==> src/rtl/grid_display_pkg.sv <==
// Shared timing constants, colour types and the tile palette for the grid VGA renderer.
package grid_display_pkg;

    localparam int H_VISIBLE     = 640;
    localparam int H_FRONT_PORCH = 16;
    localparam int H_SYNC_PULSE  = 96;
    localparam int H_BACK_PORCH  = 48;

    localparam int V_VISIBLE     = 480;
    localparam int V_FRONT_PORCH = 10;
    localparam int V_SYNC_PULSE  = 2;
    localparam int V_BACK_PORCH  = 33;

    typedef logic [23:0] rgb24;

    typedef logic [0:3][0:3][3:0] grid_t;

    typedef enum logic [2:0] {
        PIX_BLANK,
        PIX_BACKGROUND,
        PIX_BORDER,
        PIX_BAR,
        PIX_TILE
    } pix_class_t;

    localparam rgb24 BACKGROUND = 24'hFAF8EF;
    localparam rgb24 BORDER     = 24'hBBADA0;
    localparam rgb24 BAR        = 24'hFFFFFF;

    // Entry 0 is the empty-tile colour; the rest darken/warm with the exponent.
    localparam rgb24 PALETTE [16] = '{
        24'hCDC1B4, 24'hEEE4DA, 24'hEDE0C8, 24'hF2B179,
        24'hF59563, 24'hF67C5F, 24'hF65E3B, 24'hEDCF72,
        24'hEDCC61, 24'hEDC850, 24'hEDC53F, 24'hEDC22E,
        24'h3C3A32, 24'h5C5446, 24'h7C6E5A, 24'h9C886E
    };

endpackage

==> src/rtl/grid_vga_renderer_if.sv <==
// Grid input bus plus VGA output bundle; the renderer is the master, the consumer side is the slave.
interface grid_vga_renderer_if;
    import grid_display_pkg::*;

    grid_t       grid;
    logic        vga_clk;
    logic        hsync;
    logic        vsync;
    logic        vga_blank_n;
    logic        vga_sync_n;
    logic [7:0]  red;
    logic [7:0]  green;
    logic [7:0]  blue;
    logic        frame_start;

    modport master (
        input  grid,
        output vga_clk, hsync, vsync, vga_blank_n, vga_sync_n,
        output red, green, blue, frame_start
    );

    modport slave (
        output grid,
        input  vga_clk, hsync, vsync, vga_blank_n, vga_sync_n,
        input  red, green, blue, frame_start
    );

endinterface

==> src/rtl/vga_timing.sv <==
// Pixel-enable generator and horizontal/vertical raster counters with raw sync and active flags.
module vga_timing
    import grid_display_pkg::*;
#(
    parameter int H_ACTIVE = H_VISIBLE,
    parameter int H_FRONT  = H_FRONT_PORCH,
    parameter int H_SYNC   = H_SYNC_PULSE,
    parameter int H_BACK   = H_BACK_PORCH,
    parameter int V_ACTIVE = V_VISIBLE,
    parameter int V_FRONT  = V_FRONT_PORCH,
    parameter int V_SYNC   = V_SYNC_PULSE,
    parameter int V_BACK   = V_BACK_PORCH
) (
    input  logic       clk,
    input  logic       reset,
    output logic       o_pixEn,
    output logic       o_vgaClk,
    output logic [9:0] o_hcount,
    output logic [9:0] o_vcount,
    output logic       o_hLast,
    output logic       o_vLast,
    output logic       o_hsyncRaw,
    output logic       o_vsyncRaw,
    output logic       o_active
);

    localparam logic [9:0] H_LAST   = 10'(H_ACTIVE + H_FRONT + H_SYNC + H_BACK - 1);
    localparam logic [9:0] V_LAST   = 10'(V_ACTIVE + V_FRONT + V_SYNC + V_BACK - 1);
    localparam logic [9:0] HS_START = 10'(H_ACTIVE + H_FRONT);
    localparam logic [9:0] HS_END   = 10'(H_ACTIVE + H_FRONT + H_SYNC);
    localparam logic [9:0] VS_START = 10'(V_ACTIVE + V_FRONT);
    localparam logic [9:0] VS_END   = 10'(V_ACTIVE + V_FRONT + V_SYNC);
    localparam logic [9:0] H_VIS    = 10'(H_ACTIVE);
    localparam logic [9:0] V_VIS    = 10'(V_ACTIVE);

    logic       r_pixEn;
    logic       r_vgaClk;
    logic [9:0] r_hcount;
    logic [9:0] r_vcount;
    logic       w_hLast;
    logic       w_vLast;

    assign w_hLast = (r_hcount == H_LAST);
    assign w_vLast = (r_vcount == V_LAST);

    // vga_clk is pix_en delayed one clk, so its rising edge coincides with each new registered pixel.
    always_ff @(posedge clk) begin
        if (reset) begin
            r_pixEn  <= 1'b0;
            r_vgaClk <= 1'b0;
            r_hcount <= '0;
            r_vcount <= '0;
        end else begin
            r_pixEn  <= ~r_pixEn;
            r_vgaClk <= r_pixEn;
            if (r_pixEn) begin
                if (w_hLast) begin
                    r_hcount <= '0;
                    r_vcount <= w_vLast ? 10'd0 : r_vcount + 10'd1;
                end else begin
                    r_hcount <= r_hcount + 10'd1;
                end
            end
        end
    end

    assign o_pixEn    = r_pixEn;
    assign o_vgaClk   = r_vgaClk;
    assign o_hcount   = r_hcount;
    assign o_vcount   = r_vcount;
    assign o_hLast    = w_hLast;
    assign o_vLast    = w_vLast;
    assign o_hsyncRaw = ~((r_hcount >= HS_START) && (r_hcount < HS_END));
    assign o_vsyncRaw = ~((r_vcount >= VS_START) && (r_vcount < VS_END));
    assign o_active   = (r_hcount < H_VIS) && (r_vcount < V_VIS);

endmodule

==> src/rtl/grid_vga_renderer.sv <==
// Draws a per-frame snapshot of the 4x4 exponent grid as coloured tiles with width-coded bars.
module grid_vga_renderer
    import grid_display_pkg::*;
#(
    parameter int BOARD_X0  = 120,
    parameter int BOARD_Y0  = 40,
    parameter int TILE_PX   = 100,
    parameter int BORDER_PX = 4,
    parameter int BAR_UNIT  = 5,
    parameter int BAR_X0    = 8,
    parameter int BAR_Y0    = 84,
    parameter int BAR_H     = 8,
    parameter int H_ACTIVE  = H_VISIBLE,
    parameter int H_FRONT   = H_FRONT_PORCH,
    parameter int H_SYNC    = H_SYNC_PULSE,
    parameter int H_BACK    = H_BACK_PORCH,
    parameter int V_ACTIVE  = V_VISIBLE,
    parameter int V_FRONT   = V_FRONT_PORCH,
    parameter int V_SYNC    = V_SYNC_PULSE,
    parameter int V_BACK    = V_BACK_PORCH
) (
    input  logic                  clk,
    input  logic                  reset,
    grid_vga_renderer_if.master   bus
);

    localparam int LW = $clog2(TILE_PX);

    localparam logic [9:0]    X_START   = 10'(BOARD_X0);
    localparam logic [9:0]    X_END     = 10'(BOARD_X0 + 4 * TILE_PX);
    localparam logic [9:0]    Y_START   = 10'(BOARD_Y0);
    localparam logic [9:0]    Y_END     = 10'(BOARD_Y0 + 4 * TILE_PX);
    localparam logic [9:0]    SNAP_LINE = 10'(V_ACTIVE);
    localparam logic [LW-1:0] L_LAST    = LW'(TILE_PX - 1);
    localparam logic [LW-1:0] EDGE_LO   = LW'(BORDER_PX);
    localparam logic [LW-1:0] EDGE_HI   = LW'(TILE_PX - 1 - BORDER_PX);
    localparam logic [LW-1:0] BAR_TOP   = LW'(BAR_Y0);
    localparam logic [LW-1:0] BAR_BOT   = LW'(BAR_Y0 + BAR_H);
    localparam logic [9:0]    BAR_LEFT  = 10'(BAR_X0);
    localparam logic [9:0]    BAR_STEP  = 10'(BAR_UNIT);

    logic       w_pixEn;
    logic       w_vgaClk;
    logic [9:0] w_hcount;
    logic [9:0] w_vcount;
    logic       w_hLast;
    logic       w_vLast;
    logic       w_hsyncRaw;
    logic       w_vsyncRaw;
    logic       w_active;

    vga_timing #(
        .H_ACTIVE (H_ACTIVE),
        .H_FRONT  (H_FRONT),
        .H_SYNC   (H_SYNC),
        .H_BACK   (H_BACK),
        .V_ACTIVE (V_ACTIVE),
        .V_FRONT  (V_FRONT),
        .V_SYNC   (V_SYNC),
        .V_BACK   (V_BACK)
    ) u_timing (
        .clk        (clk),
        .reset      (reset),
        .o_pixEn    (w_pixEn),
        .o_vgaClk   (w_vgaClk),
        .o_hcount   (w_hcount),
        .o_vcount   (w_vcount),
        .o_hLast    (w_hLast),
        .o_vLast    (w_vLast),
        .o_hsyncRaw (w_hsyncRaw),
        .o_vsyncRaw (w_vsyncRaw),
        .o_active   (w_active)
    );

    grid_t       r_snap;
    logic [LW-1:0] r_lx;
    logic [LW-1:0] r_ly;
    logic [1:0]  r_col;
    logic [1:0]  r_row;
    logic        r_hsync;
    logic        r_vsync;
    logic        r_blankN;
    rgb24        r_rgb;
    logic        r_frameStart;

    logic [9:0]  w_hNext;
    logic [9:0]  w_vNext;

    assign w_hNext = w_hLast ? 10'd0 : w_hcount + 10'd1;
    assign w_vNext = w_vLast ? 10'd0 : w_vcount + 10'd1;

    // Tile-local coordinates follow the raster and restart at the board's left/top edge,
    // so col/row and lx/ly are always the quotient/remainder of the board offset.
    always_ff @(posedge clk) begin
        if (reset) begin
            r_lx  <= '0;
            r_col <= '0;
            r_ly  <= '0;
            r_row <= '0;
        end else if (w_pixEn) begin
            if (w_hNext == X_START) begin
                r_lx  <= '0;
                r_col <= '0;
            end else if (r_lx == L_LAST) begin
                r_lx  <= '0;
                r_col <= r_col + 2'd1;
            end else begin
                r_lx  <= r_lx + 1'b1;
            end
            if (w_hLast) begin
                if (w_vNext == Y_START) begin
                    r_ly  <= '0;
                    r_row <= '0;
                end else if (r_ly == L_LAST) begin
                    r_ly  <= '0;
                    r_row <= r_row + 2'd1;
                end else begin
                    r_ly  <= r_ly + 1'b1;
                end
            end
        end
    end

    logic [3:0]  w_exp;
    logic        w_inBoard;
    logic        w_isBorder;
    logic        w_isBar;
    logic [9:0]  w_barEnd;
    pix_class_t  w_class;
    rgb24        w_rgb;

    assign w_exp      = r_snap[r_row][r_col];
    assign w_inBoard  = (w_hcount >= X_START) && (w_hcount < X_END) &&
                        (w_vcount >= Y_START) && (w_vcount < Y_END);
    assign w_isBorder = (r_lx < EDGE_LO) || (r_lx > EDGE_HI) ||
                        (r_ly < EDGE_LO) || (r_ly > EDGE_HI);
    assign w_barEnd   = BAR_LEFT + BAR_STEP * 10'(w_exp);
    assign w_isBar    = (w_exp != 4'd0) && (r_ly >= BAR_TOP) && (r_ly < BAR_BOT) &&
                        (10'(r_lx) >= BAR_LEFT) && (10'(r_lx) < w_barEnd);

    always_comb begin
        w_class = PIX_BLANK;
        if (!w_active) begin
            w_class = PIX_BLANK;
        end else if (!w_inBoard) begin
            w_class = PIX_BACKGROUND;
        end else if (w_isBorder) begin
            w_class = PIX_BORDER;
        end else if (w_isBar) begin
            w_class = PIX_BAR;
        end else begin
            w_class = PIX_TILE;
        end
    end

    always_comb begin
        w_rgb = '0;
        case (w_class)
            PIX_BACKGROUND: w_rgb = BACKGROUND;
            PIX_BORDER:     w_rgb = BORDER;
            PIX_BAR:        w_rgb = BAR;
            PIX_TILE:       w_rgb = PALETTE[w_exp];
            default:        w_rgb = '0;
        endcase
    end

    // Sync, blank and colour share one register stage; the snapshot is taken at the
    // first pixel of vertical blanking so a frame never mixes two grid states.
    always_ff @(posedge clk) begin
        if (reset) begin
            r_hsync      <= 1'b1;
            r_vsync      <= 1'b1;
            r_blankN     <= 1'b0;
            r_rgb        <= '0;
            r_frameStart <= 1'b0;
            r_snap       <= '0;
        end else begin
            r_frameStart <= 1'b0;
            if (w_pixEn) begin
                r_hsync  <= w_hsyncRaw;
                r_vsync  <= w_vsyncRaw;
                r_blankN <= w_active;
                r_rgb    <= w_rgb;
                if ((w_hcount == 10'd0) && (w_vcount == SNAP_LINE)) begin
                    r_snap       <= bus.grid;
                    r_frameStart <= 1'b1;
                end
            end
        end
    end

    assign bus.vga_clk     = w_vgaClk;
    assign bus.hsync       = r_hsync;
    assign bus.vsync       = r_vsync;
    assign bus.vga_blank_n = r_blankN;
    assign bus.vga_sync_n  = 1'b0;
    assign bus.red         = r_rgb[23:16];
    assign bus.green       = r_rgb[15:8];
    assign bus.blue        = r_rgb[7:0];
    assign bus.frame_start = r_frameStart;

endmodule

==> src/flat_wrapper.sv <==
// flat-port wrapper written by rule: the top's interface ports become plain ports
module grid_vga_renderer_flat import grid_display_pkg::*;
#(
    parameter int BOARD_X0  = 120,
    parameter int BOARD_Y0  = 40,
    parameter int TILE_PX   = 100,
    parameter int BORDER_PX = 4,
    parameter int BAR_UNIT  = 5,
    parameter int BAR_X0    = 8,
    parameter int BAR_Y0    = 84,
    parameter int BAR_H     = 8,
    parameter int H_ACTIVE  = H_VISIBLE,
    parameter int H_FRONT   = H_FRONT_PORCH,
    parameter int H_SYNC    = H_SYNC_PULSE,
    parameter int H_BACK    = H_BACK_PORCH,
    parameter int V_ACTIVE  = V_VISIBLE,
    parameter int V_FRONT   = V_FRONT_PORCH,
    parameter int V_SYNC    = V_SYNC_PULSE,
    parameter int V_BACK    = V_BACK_PORCH
)
  (clk, reset, bus_grid, bus_vga_clk, bus_hsync, bus_vsync, bus_vga_blank_n, bus_vga_sync_n, bus_red, bus_green, bus_blue, bus_frame_start);
  grid_vga_renderer_if bus_i ();
  input  logic clk;
  input  logic reset;
  input wire logic [$bits(bus_i.grid)-1:0] bus_grid;
  output wire logic [$bits(bus_i.vga_clk)-1:0] bus_vga_clk;
  output wire logic [$bits(bus_i.hsync)-1:0] bus_hsync;
  output wire logic [$bits(bus_i.vsync)-1:0] bus_vsync;
  output wire logic [$bits(bus_i.vga_blank_n)-1:0] bus_vga_blank_n;
  output wire logic [$bits(bus_i.vga_sync_n)-1:0] bus_vga_sync_n;
  output wire logic [$bits(bus_i.red)-1:0] bus_red;
  output wire logic [$bits(bus_i.green)-1:0] bus_green;
  output wire logic [$bits(bus_i.blue)-1:0] bus_blue;
  output wire logic [$bits(bus_i.frame_start)-1:0] bus_frame_start;
  assign bus_i.grid = bus_grid;
  assign bus_vga_clk = bus_i.vga_clk;
  assign bus_hsync = bus_i.hsync;
  assign bus_vsync = bus_i.vsync;
  assign bus_vga_blank_n = bus_i.vga_blank_n;
  assign bus_vga_sync_n = bus_i.vga_sync_n;
  assign bus_red = bus_i.red;
  assign bus_green = bus_i.green;
  assign bus_blue = bus_i.blue;
  assign bus_frame_start = bus_i.frame_start;
  grid_vga_renderer #(.BOARD_X0(BOARD_X0), .BOARD_Y0(BOARD_Y0), .TILE_PX(TILE_PX), .BORDER_PX(BORDER_PX), .BAR_UNIT(BAR_UNIT), .BAR_X0(BAR_X0), .BAR_Y0(BAR_Y0), .BAR_H(BAR_H), .H_ACTIVE(H_ACTIVE), .H_FRONT(H_FRONT), .H_SYNC(H_SYNC), .H_BACK(H_BACK), .V_ACTIVE(V_ACTIVE), .V_FRONT(V_FRONT), .V_SYNC(V_SYNC), .V_BACK(V_BACK)) u_core (.clk(clk), .reset(reset), .bus(bus_i));
endmodule
==> config.mk <==
export PLATFORM = sky130hd
export DESIGN_NAME = grid_vga_renderer_flat
export DESIGN_NICKNAME = d
export VERILOG_FILES = /design/src/rtl/grid_display_pkg.sv /design/src/rtl/grid_vga_renderer_if.sv /design/src/rtl/vga_timing.sv /design/src/rtl/grid_vga_renderer.sv /design/src/flat_wrapper.sv
export SDC_FILE = /design/constraint.sdc
export NUM_CORES = 1
export LEC_CHECK = 0
export BUFFER_PORTS_ARGS = -buffer_cell sky130_fd_sc_hd__clkbuf_2
export CAP_MARGIN = 0
export CORE_MARGIN = 3
export CORE_UTILIZATION = 50
export DETAILED_ROUTE_END_ITERATION = 12
export PLACE_DENSITY = 0.71
export RECOVER_POWER = 100
export SLEW_MARGIN = 20
export SYNTH_ARGS = -nofsm -noshare
export SYNTH_HDL_FRONTEND = slang
export SYNTH_HIERARCHICAL = 1
export SYNTH_SLANG_ARGS = --single-unit
==> constraint.sdc <==
create_clock -name clk -period 8.4 [get_ports clk]
set_input_delay 1.68 -clock clk [delete_from_list [all_inputs] [get_ports clk]]
set_output_delay 1.68 -clock clk [all_outputs]
set_load 0.005 [all_outputs]
; ---- Yosys cells after proc, flatten, opt, wreduce, memory -nomap -nowiden
; Memories as Yosys holds them, arrays and structs flattened.
; Cells that the tools add are included.
[word_totals]
register_bits = 132
mem_bits_ro = 384
inputBits = 66
output_inout_bits = 30
wordCells = 123
memories = 1
[mem_list]
columns = memory, words, word_bits, rd, rd_ports_with_merged_regs, wr, line
row1 = (name not given), 16, 24, 1, 0, 0, grid_vga_renderer.sv:162  ; PIX_TILE: w_rgb = PALETTE[w_exp];
[op_classes]
add_sub_neg = 7
n_mul = 1
magnitude_cmp = 21
n_eq_ne = 11
n_mux = 24
bitwise = 6
reduce_logical = 23
[op_table]
columns = cell, n
row1 = 24-bit case mux with 4 select lines, 1
row2 = 24-bit two-way mux, 2
row3 = 16-bit binary-select mux with 2-bit select, 1
row4 = 16-bit two-way mux, 2
row5 = 10-bit < comparator (second input constant), 3
row6 = 10-bit by 9-bit < comparator with 1-bit output (second input constant), 3
row7 = 7-bit two-way mux, 4
row8 = 10-bit by 1-bit adder with 10-bit output (second input constant), 2
row9 = 10-bit == test (second input constant), 2
row10 = 10-bit two-way mux, 2
row11 = 7-bit by 1-bit adder with 7-bit output (second input constant), 2
row12 = 7-bit == test (second input constant), 2
row13 = 7-bit > comparator (second input constant), 2
row14 = 7-bit by 3-bit < comparator with 1-bit output (second input constant), 2
row15 = 3-bit two-way mux, 4
row16 = 1-bit logical AND, 11
row17 = 10-bit by 6-bit == test with 1-bit output (second input constant), 1
row18 = 10-bit by 7-bit == test with 1-bit output (second input constant), 1
row19 = 10-bit by 9-bit == test with 1-bit output (second input constant), 1
row20 = 10-bit >= comparator (second input constant), 1
row21 = 10-bit by 6-bit >= comparator with 1-bit output (second input constant), 1
row22 = 10-bit by 7-bit >= comparator with 1-bit output (second input constant), 1
row23 = 10-bit by 9-bit >= comparator with 1-bit output (second input constant), 1
row24 = 10-bit zero test, 1
row25 = other kinds (25), 40

; ---- Depth between registers and ports, before layout
[logic_depth]
depth_word = 18
depth_mapped = 23
ltp_nobuf = 18

; ---- Modules after synthesis
; Netlist, hierarchy kept.
[modules_own_cells]
columns = module, instances, cells_each, area_each_um2, seq_area_each_um2
row1 = grid_vga_renderer, 1, 668, 5779.3, 2202.1
row2 = vga_timing, 1, 137, 1152.4, 440.4

; ---- Worst setup path before layout
; OpenSTA, ideal clock, no wires.
[synth_path]
kind = register to register
start = register u_core.r_row[1]
end = register u_core.r_rgb[12]
setup_ns = 0.122
t_arrival_ns = 4.121
t_required_ns = 8.278
slack_ns = 4.157
stages_incl_launch_ff = 17
n_path_buf = 3
synth_period_minus_slack_ns = 4.243
cell_sequence = dfxtp_1 -> buf_4 -> buf_4 -> mux4_2 -> mux4_2 -> inv_1 -> ha_1 -> ha_1 -> fa_1 -> inv_1 -> ha_1 -> a21oi_1 -> o221ai_1 -> a31oi_4 -> a211oi_4 -> buf_6 -> a221o_1
[synth_between]
elab_chain_len = 18
elab_cells_between_ends = 28
classes_between = add/sub (1) / mul (1) / order compare (1) / eq/ne (4) / mux (13) / bitwise (2) / reduce/logical (5) / memory (1)
[synth_rtl]
columns = item, line
row1 = from (decl), grid_vga_renderer.sv:79  ; logic [1:0] r_row;
row2 = from (signal assigned), grid_vga_renderer.sv:116  ; r_row <= r_row + 2'd1;
row3 = 2-bit inverter with 3-bit output (not written as such) (*), grid_vga_renderer.sv:132  ; assign w_exp = r_snap[r_row][r_col];
row4 = 16-bit binary-select mux with 2-bit select (*), grid_vga_renderer.sv:132
row5 = 16-bit two-way mux (not written as such) (*) (2 in series), grid_vga_renderer.sv:132
row6 = 4-bit binary-select mux with 2-bit select (*), grid_vga_renderer.sv:132
row7 = 4-bit two-way mux (not written as such) (*) (2 in series), grid_vga_renderer.sv:132
row8 = branches (longest 10 deep; another with 7-bit by 10-bit < comparator with 1-bit output), -
row9 = 24-bit case mux with 4 select lines (*), grid_vga_renderer.sv:158  ; case (w_class)
row10 = to (signal assigned), grid_vga_renderer.sv:183  ; r_rgb <= w_rgb;
row11 = to (decl), grid_vga_renderer.sv:83  ; rgb24 r_rgb;
; Every way passes the cells marked *. The select of a mux whose other input is x is not followed.
; A chain may end at the register's enable or synchronous reset.

; ---- Final worst setup path
[layout_path]
start = register u_core.r_row[1]
end = register u_core.r_rgb[10]
; The elaborated chain is that of the path after synthesis.

==> impl_metrics.json <==
{
  "synthSimpleGateAreaFrac_pct": 23.9,
  "slew_violations": 94,
  "syn_nets": 905,
  "place_hpwl_mm": 11.7,
  "die-area_um2": 15300,
  "wl_mm": 16.8,
  "r2r_slack_ps": 2250,
  "ys_ff_latch": 132,
  "path_common_cell": "inv_1",
  "mostFrequentLayoutCell": "nand2_1",
  "critPathLaunchType": "register",
  "area_growth_pct": 14.6,
  "drtPass1Iterations": 5,
  "final_cell_mix": "182 x nand2_1, 132 x dfxtp_1, 89 x a21oi_1",
  "htree_levels": 4,
  "vias": 5961,
  "routedWlPerCell_um": 15.8,
  "synthFlopType": "dfxtp_1",
  "ys_async_sr_fraction_pct": 0,
  "synthXorXnorAreaFrac_pct": 3.14,
  "cts.repair.resized": 0,
  "path_cells": "mux4_1 > mux2i_1 > mux2_1 > inv_1 > ha_1 > inv_1 > fa_1 > inv_1 > ha_1 > fa_1 > inv_1 > ha_1 > nand3_1 > o221ai_1 > a31oi_1 > a211oi_1 > o21a_1 > a221o_1",
  "min_period_ps": 6150,
  "fin_crit_sh_pct": 73.2,
  "fin_cells": 1066,
  "critical_path.top_delay_family": "compound AO/OA/AOI/OAI gates",
  "cts_tree": "built",
  "core_um2": 13400,
  "cp.required_ps": 8760,
  "dieHeight_um": 124,
  "yosysSeqAreaShare_pct": 38.1,
  "critPathSlowestCell": "a211oi_1",
  "synthAdderAreaFrac_pct": 6.35,
  "syn_area_um2": 6930,
  "p_leak_nw": 3.05,
  "yosysWarnings": 6,
  "rows": 42,
  "slew_headroom_pct": -118,
  "clk_pin_slew_ps": 60,
  "clockBufferDepth": 2,
  "synth_top_family_by_area": "simple AND/OR/NAND/NOR gates",
  "grt_pass1_wl_mm": 27.4,
  "cts_sinks": 132,
  "drtAntennaViolNets": 0,
  "antenna_found_initial": 0,
  "drtIter0Drc": 476,
  "tightest_slew_ps": 3270,
  "dp.cells": 1034,
  "grt_util_all_layers_pct": 22.7,
  "grt_max_degree": 77,
  "hold_path_class": "reg2reg",
  "finalNetCount": 977,
  "multi_input_area_um2": 3920,
  "synth.distinct_cells": 82,
  "fill_cells": 1244,
  "fmax_ghz": 0.163,
  "synth-edff-count": 0,
  "gp_congestion": 0.897,
  "skew_ps": 10.4,
  "violations": "capacitance limit, slew limit",
  "syn_area_per_cell_um2": 8.61,
  "cts_buffers": 17,
  "clock_latency_ps": 420,
  "grt_pass1_vias": 5570,
  "io_pins": 96,
  "fin_tns_setup_ps": 0,
  "seq_area_um2": 2640,
  "start_util_pct": 51.7,
  "muxShareOfSynthArea_pct": 7.55,
  "hold_viol_final": 0,
  "viasPerCell": 5.59,
  "grt_overflow": 0,
  "postCtsSetupRepairBufs": 0,
  "arrival_ps": 6510,
  "irDropWorstVdd_uv": 143,
  "root_buffer": "clkbuf_16",
  "drc": 0,
  "status": "finished with violations",
  "holdBufCountCts": 0,
  "fin_util_pct": 59.3,
  "synth_compound_area_share_pct": 15.9,
  "path_max_fanout": 18,
  "critPathMaxStageDelay_ps": 1570,
  "crit_path_end_kind": "register",
  "maxCapViolCount": 2,
  "portBuffers": 94,
  "drive_above_1_share_pct": 15.5,
  "crit_type": "reg2reg",
  "num_antenna_cells": 0,
  "grt_setup_unrepaired": "false",
  "whs_ps": 450,
  "crit_buf_inv": 4,
  "pwr_density_cell_nw_per_um2": 178,
  "die_w_um": 124,
  "setup_viol": 0,
  "syn_inst": 805
}
## through the flow
stage	worst slack (ps)	total power [W]	area (µm²)
after detailed placement	3270	0.000716	7430
after global routing	1690	0.00146	7940
final	2250	0.00141	7940
after CTS	3210	0.00143	8010
after floorplan	4160	0.000684	6930
after global placement	3390	0.000715	7430
## kinds of logic after synthesis
family / count (synthesis)
AOI/OAI and AO/OA: 170
muxes: 28
adders and majority gates: 34
and+or+nand+nor: 343
other: 1
DFF: 132
xor gates and xnor gates: 24
buffers and inverters: 73
## where the power goes
group / total, W / switching, W / internal, W
clock network: 0.000714 / 0.000288 / 0.000427
registers: 0.000645 / 0.00000759 / 0.000637
logic: 0.0000555 / 0.0000295 / 0.0000260
total: 0.00141 / 0.000325 / 0.00109
## cells in the mapped netlist, types with 5 or more instances
cell type  instances  area [µm²]
nand2_1          181         679
dfxtp_1          132        2640
a21oi_1           89         445
nor2_1            41         154
ha_1              32         400
clkbuf_1          29         109
inv_1             26        97.6
nand4_1           20         125
nor3_1            20         100
nand3_1           19        95.1
o21ai_0           16        80.1
xor2_1            14         123
mux4_2            12         270
a221o_1            9        90.1
xnor2_1            9        78.8
mux2i_1            8        80.1
or3_1              8        50.1
a22oi_1            7        52.6
and3_1             7        43.8
or4_1              7        52.6
a31oi_1            6        37.5
buf_6              6        67.6
a211o_1            5        43.8
mux4_1             5         131
nand2b_1           5        31.3
## final cells by class
type / count / share of cell area (%)
Clock buffer: 19 / 5.70
Clock inverter: 13 / 1.59
Inverter: 28 / 1.39
Multi-Input combinational cell: 600 / 49.4
Sequential cell: 132 / 33.3
Tap cell: 176 / 2.77
Timing Repair Buffer: 98 / 5.91
## state kept, by name, indices dropped and copies added (netlist names), 2 cells and up
register                  count
u_core/r_lx                   7
u_core/u_timing/o_hcount     10
u_core/r_ly                   7
u_core/r_col                  2
u_core/u_timing/o_vcount     10
u_core/r_rgb                 24
u_core/r_snap                64
u_core/r_row                  2
## metal layers
| metal | global-route usage (%) | share of wire (%) | vias to the layer above |
|---|---|---|---|
| li1 | - | - | 3000 |
| met4 | 7.06 | 1.3 | 0 |
| met3 | 6.04 | 4.7 | 17 |
| met5 | 0 | 0 | - |
| met1 | 31.4 | 48 | 2799 |
| met2 | 34.8 | 46 | 145 |
## worst reg2reg max path, delay by kind of cell, from the launching register on
family / cells / cell delay, ps
compound gates: 5 / 2300
fa+ha+maj: 5 / 1360
buf+inv: 4 / 320
flops: 1 / 830
mux: 3 / 1190
simple gates: 1 / 90
## final timing paths
| kind | startpoint | to | cells past startpoint |
|---|---|---|---|
| min reg2reg | u_core/r_snap[39] | u_core/r_snap[39] | 2 |
| max reg2reg | u_core/r_row[1] | u_core/r_rgb[10] | 18 |
| max | u_core/r_row[1] | u_core/r_rgb[10] | 18 |
| min | u_core/r_snap[39] | u_core/r_snap[39] | 2 |
(Power assumes the default switching activity.)
